===== config.mk =====
export PLATFORM = sky130hd
export DESIGN_NAME = mul_seq_32
export DESIGN_NICKNAME = d
export VERILOG_FILES = /design/src/rtl/mul_seq_pkg.sv /design/src/rtl/mul_seq_32_cla.sv /design/src/rtl/mul_seq_32.sv
export SDC_FILE = /design/constraint.sdc
export NUM_CORES = 1
export LEC_CHECK = 0
export CORE_ASPECT_RATIO = 0.7
export CORE_MARGIN = 2
export CORE_UTILIZATION = 45
export CTS_BUF_LIST = sky130_fd_sc_hd__clkbuf_8
export CTS_CLUSTER_SIZE = 14
export DETAILED_ROUTE_END_ITERATION = 8
export HOLD_SLACK_MARGIN = 0.1
export PLACE_DENSITY = 0.71
export RECOVER_POWER = 100
export SETUP_SLACK_MARGIN = 0.1
export SYNTH_ARGS = -nofsm -noshare
export SYNTH_HDL_FRONTEND = slang
export SYNTH_SLANG_ARGS = --single-unit

===== constraint.sdc =====
create_clock -name clk -period 4.24 [get_ports clk]
set_input_delay 0.848 -clock clk [delete_from_list [all_inputs] [get_ports clk]]
set_output_delay 0.848 -clock clk [all_outputs]
set_load 0.03 [all_outputs]

===== src/rtl/mul_seq_pkg.sv =====
// mul_seq_pkg
//   Shared types and constants for the sequential Booth multiplier.
//   - XLEN  : operand width (fixed by the 32-bit cla_32 datapath)
//   - ITERS : Booth iterations over the 33-bit extended operands
//   - CNT_W : iteration counter width (2**CNT_W > ITERS)
//   - state_e : controller states
//   - BOOTH_ADD / BOOTH_SUB : {mplier[0], q_m1} pair encodings
package mul_seq_pkg;

    localparam int XLEN  = 32;
    localparam int ITERS = 33;
    localparam int CNT_W = 6;

    typedef enum logic [1:0] {
        IDLE = 2'd0,
        RUN  = 2'd1,
        DONE = 2'd2
    } state_e;

    localparam logic [1:0] BOOTH_ADD = 2'b01;
    localparam logic [1:0] BOOTH_SUB = 2'b10;

endpackage


===== src/rtl/mul_seq_32_cla.sv =====
// cla_32
//   32-bit carry-lookahead adder: eight 4-bit lookahead blocks whose block
//   generate/propagate terms are chained at the second level.
// Ports:
//   a, b   in  32  addends
//   c_in   in  1   carry in
//   s      out 32  a + b + c_in (mod 2^32)
//   g_out  out 1   group generate over all 32 bits (independent of c_in)
//   p_out  out 1   group propagate over all 32 bits
//   Carry out of bit 31 is g_out | (p_out & c_in).
module cla_32 (
    input  logic [31:0] a,
    input  logic [31:0] b,
    input  logic        c_in,
    output logic [31:0] s,
    output logic        g_out,
    output logic        p_out
);

    logic [31:0] g, p, c;
    logic [7:0]  bg, bp;
    logic [8:0]  bc;
    logic        grp_g;

    assign g = a & b;
    assign p = a ^ b;

    always_comb begin
        bg = '0;
        bp = '0;
        bc = '0;
        c  = '0;

        // block generate/propagate
        for (int k = 0; k < 8; k++) begin
            bg[k] = g[4*k+3]
                  | (p[4*k+3] & g[4*k+2])
                  | (p[4*k+3] & p[4*k+2] & g[4*k+1])
                  | (p[4*k+3] & p[4*k+2] & p[4*k+1] & g[4*k]);
            bp[k] = &p[4*k +: 4];
        end

        // block carries
        bc[0] = c_in;
        for (int k = 0; k < 8; k++) begin
            bc[k+1] = bg[k] | (bp[k] & bc[k]);
        end

        // bit carries inside each block, all looked ahead from the block carry-in
        for (int k = 0; k < 8; k++) begin
            c[4*k]   = bc[k];
            c[4*k+1] = g[4*k] | (p[4*k] & bc[k]);
            c[4*k+2] = g[4*k+1]
                     | (p[4*k+1] & g[4*k])
                     | (p[4*k+1] & p[4*k] & bc[k]);
            c[4*k+3] = g[4*k+2]
                     | (p[4*k+2] & g[4*k+1])
                     | (p[4*k+2] & p[4*k+1] & g[4*k])
                     | (p[4*k+2] & p[4*k+1] & p[4*k] & bc[k]);
        end
    end

    always_comb begin
        grp_g = 1'b0;
        for (int k = 0; k < 8; k++) begin
            grp_g = bg[k] | (bp[k] & grp_g);
        end
    end

    assign s     = p ^ c;
    assign g_out = grp_g;
    assign p_out = &bp;

endmodule


===== src/rtl/mul_seq_32.sv =====
// mul_seq_32
//   Sequential 32x32->64 radix-2 Booth multiplier for the EX stage.
//   Operands are sign/zero-extended to 33 bits and processed in 33
//   iterations through one shared cla_32; bit 32 of each add is formed
//   inline from the adder's group generate/propagate.
// Ports:
//   clk     in  1   rising-edge clock
//   clrn    in  1   async active-low reset
//   start   in  1   request, sampled only in IDLE
//   sign    in  1   1 = mult (signed), 0 = multu; captured with start
//   a, b    in  32  multiplicand / multiplier; captured with start
//   cancel  in  1   flush; aborts RUN, ignored in DONE (already committed)
//   busy    out 1   RUN or DONE; feeds the pipeline stall
//   done    out 1   one-cycle pulse, hi/lo just written
//   hi, lo  out 32  product[63:32] / product[31:0], held until next done
module mul_seq_32
    import mul_seq_pkg::*;
(
    input  logic            clk,
    input  logic            clrn,
    input  logic            start,
    input  logic            sign,
    input  logic [XLEN-1:0] a,
    input  logic [XLEN-1:0] b,
    input  logic            cancel,
    output logic            busy,
    output logic            done,
    output logic [XLEN-1:0] hi,
    output logic [XLEN-1:0] lo
);

    localparam logic [CNT_W-1:0] LAST_CNT = CNT_W'(ITERS - 1);

    state_e           state_q, state_d;
    logic [CNT_W-1:0] cnt_q;
    logic [XLEN:0]    acc_q, mcand_q, mplier_q;
    logic             q_m1_q;

    logic             accept;
    logic [1:0]       pair;
    logic             is_add, is_sub;
    logic [XLEN:0]    bop;
    logic [XLEN-1:0]  sum_lo;
    logic             g_out, p_out, c32, sum_hi;
    logic [XLEN:0]    acc_nxt;

    assign accept = (state_q == IDLE) && start && !cancel;
    assign busy   = (state_q != IDLE);

    // ---------------- Booth datapath ----------------
    assign pair   = {mplier_q[0], q_m1_q};
    assign is_add = (pair == BOOTH_ADD);
    assign is_sub = (pair == BOOTH_SUB);
    // subtract as acc + ~mcand + 1
    assign bop    = is_sub ? ~mcand_q : mcand_q;

    cla_32 u_cla (
        .a     (acc_q[XLEN-1:0]),
        .b     (bop[XLEN-1:0]),
        .c_in  (is_sub),
        .s     (sum_lo),
        .g_out (g_out),
        .p_out (p_out)
    );

    // extend the 32-bit add to 33 bits: carry into bit 32, then its sum bit
    assign c32     = g_out | (p_out & is_sub);
    assign sum_hi  = acc_q[XLEN] ^ bop[XLEN] ^ c32;
    assign acc_nxt = (is_add || is_sub) ? {sum_hi, sum_lo} : acc_q;

    // ---------------- FSM ----------------
    always_comb begin
        state_d = state_q;
        case (state_q)
            IDLE:    if (accept) state_d = RUN;
            RUN:     if (cancel) state_d = IDLE;
                     else if (cnt_q == LAST_CNT) state_d = DONE;
            DONE:    state_d = IDLE;
            default: state_d = IDLE;
        endcase
    end

    always_ff @(posedge clk or negedge clrn) begin
        if (!clrn) state_q <= IDLE;
        else       state_q <= state_d;
    end

    // ---------------- operand / accumulator registers ----------------
    always_ff @(posedge clk or negedge clrn) begin
        if (!clrn) begin
            acc_q    <= '0;
            mcand_q  <= '0;
            mplier_q <= '0;
            q_m1_q   <= 1'b0;
            cnt_q    <= '0;
        end else if (accept) begin
            acc_q    <= '0;
            mcand_q  <= {sign & a[XLEN-1], a};
            mplier_q <= {sign & b[XLEN-1], b};
            q_m1_q   <= 1'b0;
            cnt_q    <= '0;
        end else if (state_q == RUN) begin
            // arithmetic shift right of {acc_nxt, mplier, q_m1}
            acc_q    <= {acc_nxt[XLEN], acc_nxt[XLEN:1]};
            mplier_q <= {acc_nxt[0], mplier_q[XLEN:1]};
            q_m1_q   <= mplier_q[0];
            cnt_q    <= cnt_q + CNT_W'(1);
        end
    end

    // ---------------- result registers ----------------
    // {acc, mplier} holds the 66-bit product; its low 64 bits are exact.
    always_ff @(posedge clk or negedge clrn) begin
        if (!clrn) begin
            done <= 1'b0;
            hi   <= '0;
            lo   <= '0;
        end else begin
            done <= (state_q == DONE);
            if (state_q == DONE) begin
                hi <= {acc_q[XLEN-2:0], mplier_q[XLEN]};
                lo <= mplier_q[XLEN-1:0];
            end
        end
    end

endmodule

# [Word level (Yosys, flattened, before mapping)]
# Index checks and enable logic that the tools add are counted.
# W data, S select, Z words.
[totals] ff_bits=173 inputBits=69 word_cells=270
[op_classes] n_addsub=1 eq_ne=7 mux=14 bitwise_logic=222 n_reduce_logical=17
[op_table] cell="$mux W33" count=6
[op_table] cell="$and A1 B1 Y1" count=129
[op_table] cell="$or A1 B1 Y1" count=87
[op_table] cell="$xor A32 B32 Y32" count=2
[op_table] cell="$not A33 Y33" count=1
[op_table] cell="$and A32 B32 Y32" count=1
[op_table] cell="$reduce_and A32 Y1" count=1
[op_table] cell="$reduce_and A4 Y1" count=8
[op_table] cell="$mux W6" count=2
[op_table] cell="$add A6 B1 Y6 const B" count=1
[op_table] cell="$eq A6 B6 Y1 const B" count=1
[op_table] cell="$mux W2" count=3
[op_table] cell="$eq A2 B1 Y1 const B" count=2
[op_table] cell="$eq A2 B2 Y1 const B" count=2
[op_table] cell="$pmux W2 S2" count=1
[op_table] cell="$reduce_bool A2 Y1" count=2
[op_table] cell="$ne A3 B3 Y1 const B" count=1
[op_table] cell="$logic_and A1 B1 Y1" count=2
[op_table] cell="$logic_not A2 Y1" count=1
[op_table] cell="$mux W1" count=2
[op_table] cell="$ne A2 B2 Y1 const B" count=1
[op_table] cell="$reduce_and A2 Y1" count=1
[op_table] cell="$xor A1 B1 Y1" count=2
[op_table] cell="$logic_not A1 Y1" count=1
[op_table] cell="$logic_or A1 B1 Y1" count=1

# [Longest topological paths before layout]
# Gate-level depths: netlist (run 1).
[logic_depth] word_depth=26 depth_mapped=18 depth_no_buf=16

# [Cells and area by module]
# Synthesis (run 1) repeated with hierarchy kept, for this count alone.
[unflattened] hier_cells=874 area_unflattened_um2=9150.0
[by_module_without_submodules] module="mul_seq_32" n_inst=1 cells_each=658 area_per_inst_um2=7409.6 seq_area_each_um2=4304.1
[by_module_without_submodules] module="cla_32" n_inst=1 cells_each=216 area_per_inst_um2=1740.4 seq_area_each_um2=0.0

# [Worst setup path before layout (run 1)]
# Ideal clock, no wire load.
[synth_timing] kind="register to register" start="register q_m1_q" end="register acc_q[12]" setup_ns=0.132 t_arrival_ns=3.603 required_ns=4.108 path_slack_ns=0.506 stages_incl_launch_ff=19 n_path_buf=2 period_less_slack_ns=3.734 cell_sequence="dfrtp_1 -> inv_1 -> ha_1 -> buf_6 -> clkbuf_1 -> xor2_1 -> ha_1 -> a211oi_2 -> o21ai_1 -> a21o_1 -> a21o_1 -> a21o_1 -> a21o_1 -> a21o_1 -> fa_1 -> xnor2_1 -> nor2_1 -> a21oi_1 -> o21ai_1"
[synth_via] elab_chain_cells=18 elab_cells_between_ends=45
[synth_lines] element="from (decl)" line="mul_seq_32.sv:37" text="logic q_m1_q;"
[synth_lines] element="from (signal assigned)" line="mul_seq_32.sv:106" text="q_m1_q <= mplier_q[0];"
[synth_lines] element="$eq A2 B2 Y1" line="mul_seq_32.sv:53" text="assign is_sub = (pair == BOOTH_SUB);"
[synth_lines] element="$mux W33" line="mul_seq_32.sv:55" text="assign bop = is_sub ? ~mcand_q : mcand_q;"
[synth_lines] element="$xor A32 B32 Y32 / $and A32 B32 Y32 (equally long branches)" line="mul_seq_32_cla.sv:26, mul_seq_32_cla.sv:25"
[synth_lines] element="$and A1 B1 Y1 (on tied branches)" line="mul_seq_32_cla.sv:37, mul_seq_32_cla.sv:38, mul_seq_32_cla.sv:39"
[synth_lines] element="$or A1 B1 Y1, or another cell as far along" line="mul_seq_32_cla.sv:37" text="| (p[4*k+3] & g[4*k+2])"
[synth_lines] element="$or A1 B1 Y1 / $and A1 B1 Y1 (equally long branches)" line="mul_seq_32_cla.sv:38, mul_seq_32_cla.sv:39"
[synth_lines] element="$or A1 B1 Y1" line="mul_seq_32_cla.sv:39" text="| (p[4*k+3] & p[4*k+2] & p[4*k+1] & g[4*k]);"
[synth_lines] element="$or A1 B1 Y1" line="mul_seq_32_cla.sv:46" text="bc[k+1] = bg[k] | (bp[k] & bc[k]);"
[synth_lines] element="[... 2 more ...]"
[synth_lines] element="$and A1 B1 Y1" line="mul_seq_32_cla.sv:46"
[synth_lines] element="$or A1 B1 Y1" line="mul_seq_32_cla.sv:46"
[synth_lines] element="$and A1 B1 Y1" line="mul_seq_32_cla.sv:52" text="c[4*k+1] = g[4*k] | (p[4*k] & bc[k]);"
[synth_lines] element="$or A1 B1 Y1" line="mul_seq_32_cla.sv:52"
[synth_lines] element="$xor A32 B32 Y32" line="mul_seq_32_cla.sv:70" text="assign s = p ^ c;"
[synth_lines] element="$mux W33 (*)" line="mul_seq_32.sv:69" text="assign acc_nxt = (is_add || is_sub) ? {sum_hi, sum_lo} : acc_q;"
[synth_lines] element="$mux W33 (*)" line="mul_seq_32.sv:102" text="end else if (state_q == RUN) begin"
[synth_lines] element="$mux W33 (*)" line="mul_seq_32.sv:96" text="end else if (accept) begin"
[synth_lines] element="to (signal assigned)" line="mul_seq_32.sv:104" text="acc_q <= {acc_nxt[XLEN], acc_nxt[XLEN:1]};"
[synth_lines] element="to (decl)" line="mul_seq_32.sv:36" text="logic [XLEN:0] acc_q, mcand_q, mplier_q;"
# Mark *: on every way between the ends. The rest lies on a longest branch, timed or not. The select of a mux whose other input is x is not followed.
# A chain may end at the register's enable or synchronous reset.

# [Worst setup path after layout (run 1)]
# Ends and elaborated chain as after synthesis.

==> metrics.md, run 1 <==
| Metric | Value |
|---|---|
| Final ANT Viol Nets | 0 |
| Clk sinks | 172 |
| Worst skew pair latency | 0.46 ns |
| Total Neg Setup Slack | 0 ns |
| Synth Area in Adders | 0.06669 |
| Post-route cell area | 10,590 um^2 |
| CTS Buf Count | 17 |
| Worst slack, placed | 0.6042 ns |
| Worst-case clock buffer depth | 2 |
| Global route overflow | 0 |
| Worst-margin pin slew | 3.346 ns |
| Crit path buf inv count | 1 |
| Setup WS post-layout | 0.4611 ns |
| Register bit total from synthesis | 172 |
| Slew HR | -1.231 |
| YS warnings | 0 |
| Outcome | finished, violations left |
| Largest family of logic cells by synthesized area | simple AND/OR/NAND/NOR gates |
| GP Congestion | 0.8386 |
| Asr flop ratio synth | 1.000 |
| DR iter-0 viols | 386 |
| DIE AREA | 20,410 um^2 |
| Synth cell count leaders | nand2_1, dfrtp_1, mux2_2, nand3_1, xor2_1 |
| Endpoint class of the critical path | flip-flop |
| Mapped Nets | 960 |
| Fin nets | 1,077 |
| Proportion of synthesized area in mux cells | 0.09685 |
| Die Width | 169.9 um |
| Overall Global Routing Usage | 0.2088 |
| Post-Synth Simple-Gate Area | 0.1449 |
| Final setup viols | 0 |
| Max Clock Skew | 0.01635 ns |
| Worst-path clk slew | 0.10 ns |
| TritonCTS clock tree | yes |
| P_leak | 5.384 nW |
| Cell Area, Synth | 8668 um^2 |
| Crit path top cell by count | a21o_1 |
| Worst Path Arrival | 4.11 ns |
| Synth unique cells | 48 |
| Period minus WS final | 3.779 ns |
| Register area share after synthesis | 0.4965 |
| Cell count after synthesis | 849 |
| Fraction of layout cells with a size suffix above 1 | 0.1113 |
| Initial core utilization | 0.4595 |
| First-pass GRT wire length | 33,830 um |
| CTS Root Cell | clkbuf_8 |
| RSZ-0062 raised after global routing | false |
| CP Max Fanout | 12 |
| Drc violations | 0 |
| # hold bufs at CTS | 0 |
| Top cells by area, synth | dfrtp_1, mux2_2, nand2_1 |
| Maximum VDD drop | 0.2332 mV |
| Post-CTS sizing | 0 |
| Drt wl/cell | 16.27 um |
| WP depth | 16 |
| Crit path kind | reg2reg |
| Post-CTS setup buffer count | 0 |
| Complex-gate fraction of the synthesized area | 0.1070 |
| Average size of a mapped cell | 10.21 um^2 |
| P&R area growth vs syn | 22.20% |
| Antenna cells | 0 |
| Post-synth EDFFs | 0 |
| Final wirelength | 19,860 um |
| Master of the slowest instance on the critical path | fa_1 |
| Area share of xor/xnor cells in the synthesized design | 0.05961 |
| Core region area | 18,870 um^2 |
| Cell row count | 42 |
| Largest net degree at the start of global routing | 89 |
| WP data required | 4.57 ns |
| Hold Crit Class | reg2reg |
| Area after DPL | 10,250 um^2 |
| Die Ht | 120.1 um |
| I/O pin cnt | 135 |
| Hold path cells | 2 |
| PwrDens | 624.3 nW/um^2 |
| Placed wire-length estimate | 13,560 um |
| Yosys top cell by area | dfrtp_1 |
| Max Slew Vio Count | 255 |
| DR pass1 iterations | 5 |
| Crit start category | flip-flop |
| Crit-path cells | inv_1 -> ha_2 -> xor2_1 -> ha_1 -> a211oi_1 -> o21ai_0 -> a21o_1 -> a21o_1 -> a21o_1 -> a21o_1 -> a21o_1 -> fa_1 -> xnor2_1 -> nor2_1 -> a21oi_1 -> o21ai_0 |
| DR vias | 6,485 |
| Initial antenna violation count | 0 |
| Overall power | 6.613 mW |
| Via density | 5.311 |
| Most frequent cell after synthesis | nand2_1 |
| Worst stage delay on the critical path | 0.40 ns |
| Vias in the first global route | 6,476 |
| Fmax | 0.2646 GHz |
| Final hold vios | 0 |
| Delay-heaviest family, CP | compound AO/OA/AOI/OAI gates |
| Port buffer count | 134 |
| Period utilisation layout | 0.8912 |
| H-tree depth | 4 |
| Max-cap violations | 4 |
| Post-synth top flop | dfrtp_1 |
| Yosys top cell area share | 0.4965 |
| Violated checks | max-capacitance violations, max-slew violations |
| FF-to-FF path depth | 16 |
## where the power goes
part | switching, mW | internal (mW)
clock network | 0.648 | 0.614
logic | 1.71 | 1.27
registers | 0.352 | 2.02
total | 2.71 | 3.90
## state kept, by name, summed over array words and instances (netlist names)
signal	count
mcand_q	33
mplier_q	33
acc_q	32
hi	32
lo	32
cnt_q	6
state_q	2
done	1
q_m1_q	1
## routing by layer
| layer | vias up | routed length [um] | track usage |
|---|---|---|---|
| met4 | 0 | 162 | 0.04380 |
| met2 | 136 | 8728 | 0.3148 |
| li1 | 3164 | - | - |
| met3 | 14 | 940 | 0.04024 |
| met5 | - | 0 | 0 |
| met1 | 3171 | 10030 | 0.3142 |
## worst reg2reg max path, cell delays in order, from the launching register on
cell and delay (ns):
dfrtp_1 0.36, inv_1 0.08, ha_2 0.39, xor2_1 0.18
ha_1 0.26, a211oi_1 0.36, o21ai_0 0.21, a21o_1 0.24
a21o_1 0.19, a21o_1 0.19, a21o_1 0.20, a21o_1 0.19
fa_1 0.40, xnor2_1 0.15, nor2_1 0.05, a21oi_1 0.12
o21ai_0 0.08
## layout make-up
type / instances / area (um^2)
inverter: 14 / 52.55
clock buffer: 18 / 247.7
sequential: 172 / 4304
clock inverter: 14 / 183.9
tap: 242 / 302.8
timing repair buffer: 147 / 1404
multi-input combinational: 614 / 4098
fill: 1668 / 8273
## cell usage in the layout, fill, tap and decap left out, drive strengths merged, types with 13 or more instances in the layout
| cell | count |
|---|---|
| dlygate4sd3 | 67 |
| clkdlybuf4s50 | 66 |
| mux2i | 13 |
| mux2 | 63 |
| o21ai | 35 |
| nor2 | 41 |
| ha | 35 |
| nand3 | 49 |
| nand2 | 178 |
| a21oi | 29 |
| a22oi | 23 |
| clkbuf | 28 |
| inv | 20 |
| dfrtp | 172 |
| xnor2 | 13 |
| xor2 | 46 |
## per-stage QoR
stage	util	hold slack, ns	cells
floorplan	-	0.4596	849
global placement	0.5432	0.4612	1189
detailed placement	0.5432	0.4789	1189
CTS	0.5661	0.4804	1221
global route	0.5615	0.5197	1221
finish	0.5615	0.4811	1221
## logic make-up (layout without fill, tap and decap cells)
group                    after synthesis  count (layout)
AO/OA/AOI/OAI                        141             141
adder cells (fa/ha/maj)               42              42
flip-flops                           172             172
multiplexers                          76              76
buffers and inverters                 63             193
AND/OR/NAND/NOR                      296             296
XOR/XNOR                              59              59
## worst paths after layout
path                               startpoint  slack, ns                    end
hold reg to reg             hi[5]$_DFFE_PN0P_       0.48      hi[5]$_DFFE_PN0P_
min in group asynchronous                clrn       1.02     hi[22]$_DFFE_PN0P_
max in group asynchronous                clrn       1.15      lo[7]$_DFFE_PN0P_
hold / removal              hi[5]$_DFFE_PN0P_       0.48      hi[5]$_DFFE_PN0P_
setup reg to reg           q_m1_q$_DFFE_PN0P_       0.46  acc_q[12]$_DFFE_PN0P_
setup / recovery           q_m1_q$_DFFE_PN0P_       0.46  acc_q[12]$_DFFE_PN0P_
No activity file was read; power rests on OpenSTA's default activity.
==> inputs of run 2 (changes only) <==
--- a/config.mk
+++ b/config.mk
@@ -11,7 +11,7 @@
 export CTS_BUF_LIST = sky130_fd_sc_hd__clkbuf_8
 export CTS_CLUSTER_SIZE = 14
 export DETAILED_ROUTE_END_ITERATION = 8
-export HOLD_SLACK_MARGIN = 0.1
+export HOLD_SLACK_MARGIN = 0.12
 export PLACE_DENSITY = 0.71
 export RECOVER_POWER = 100
 export SETUP_SLACK_MARGIN = 0.1
==> results of run 2 <==
Final layout, timing and power as in run 1 (identical DEF).
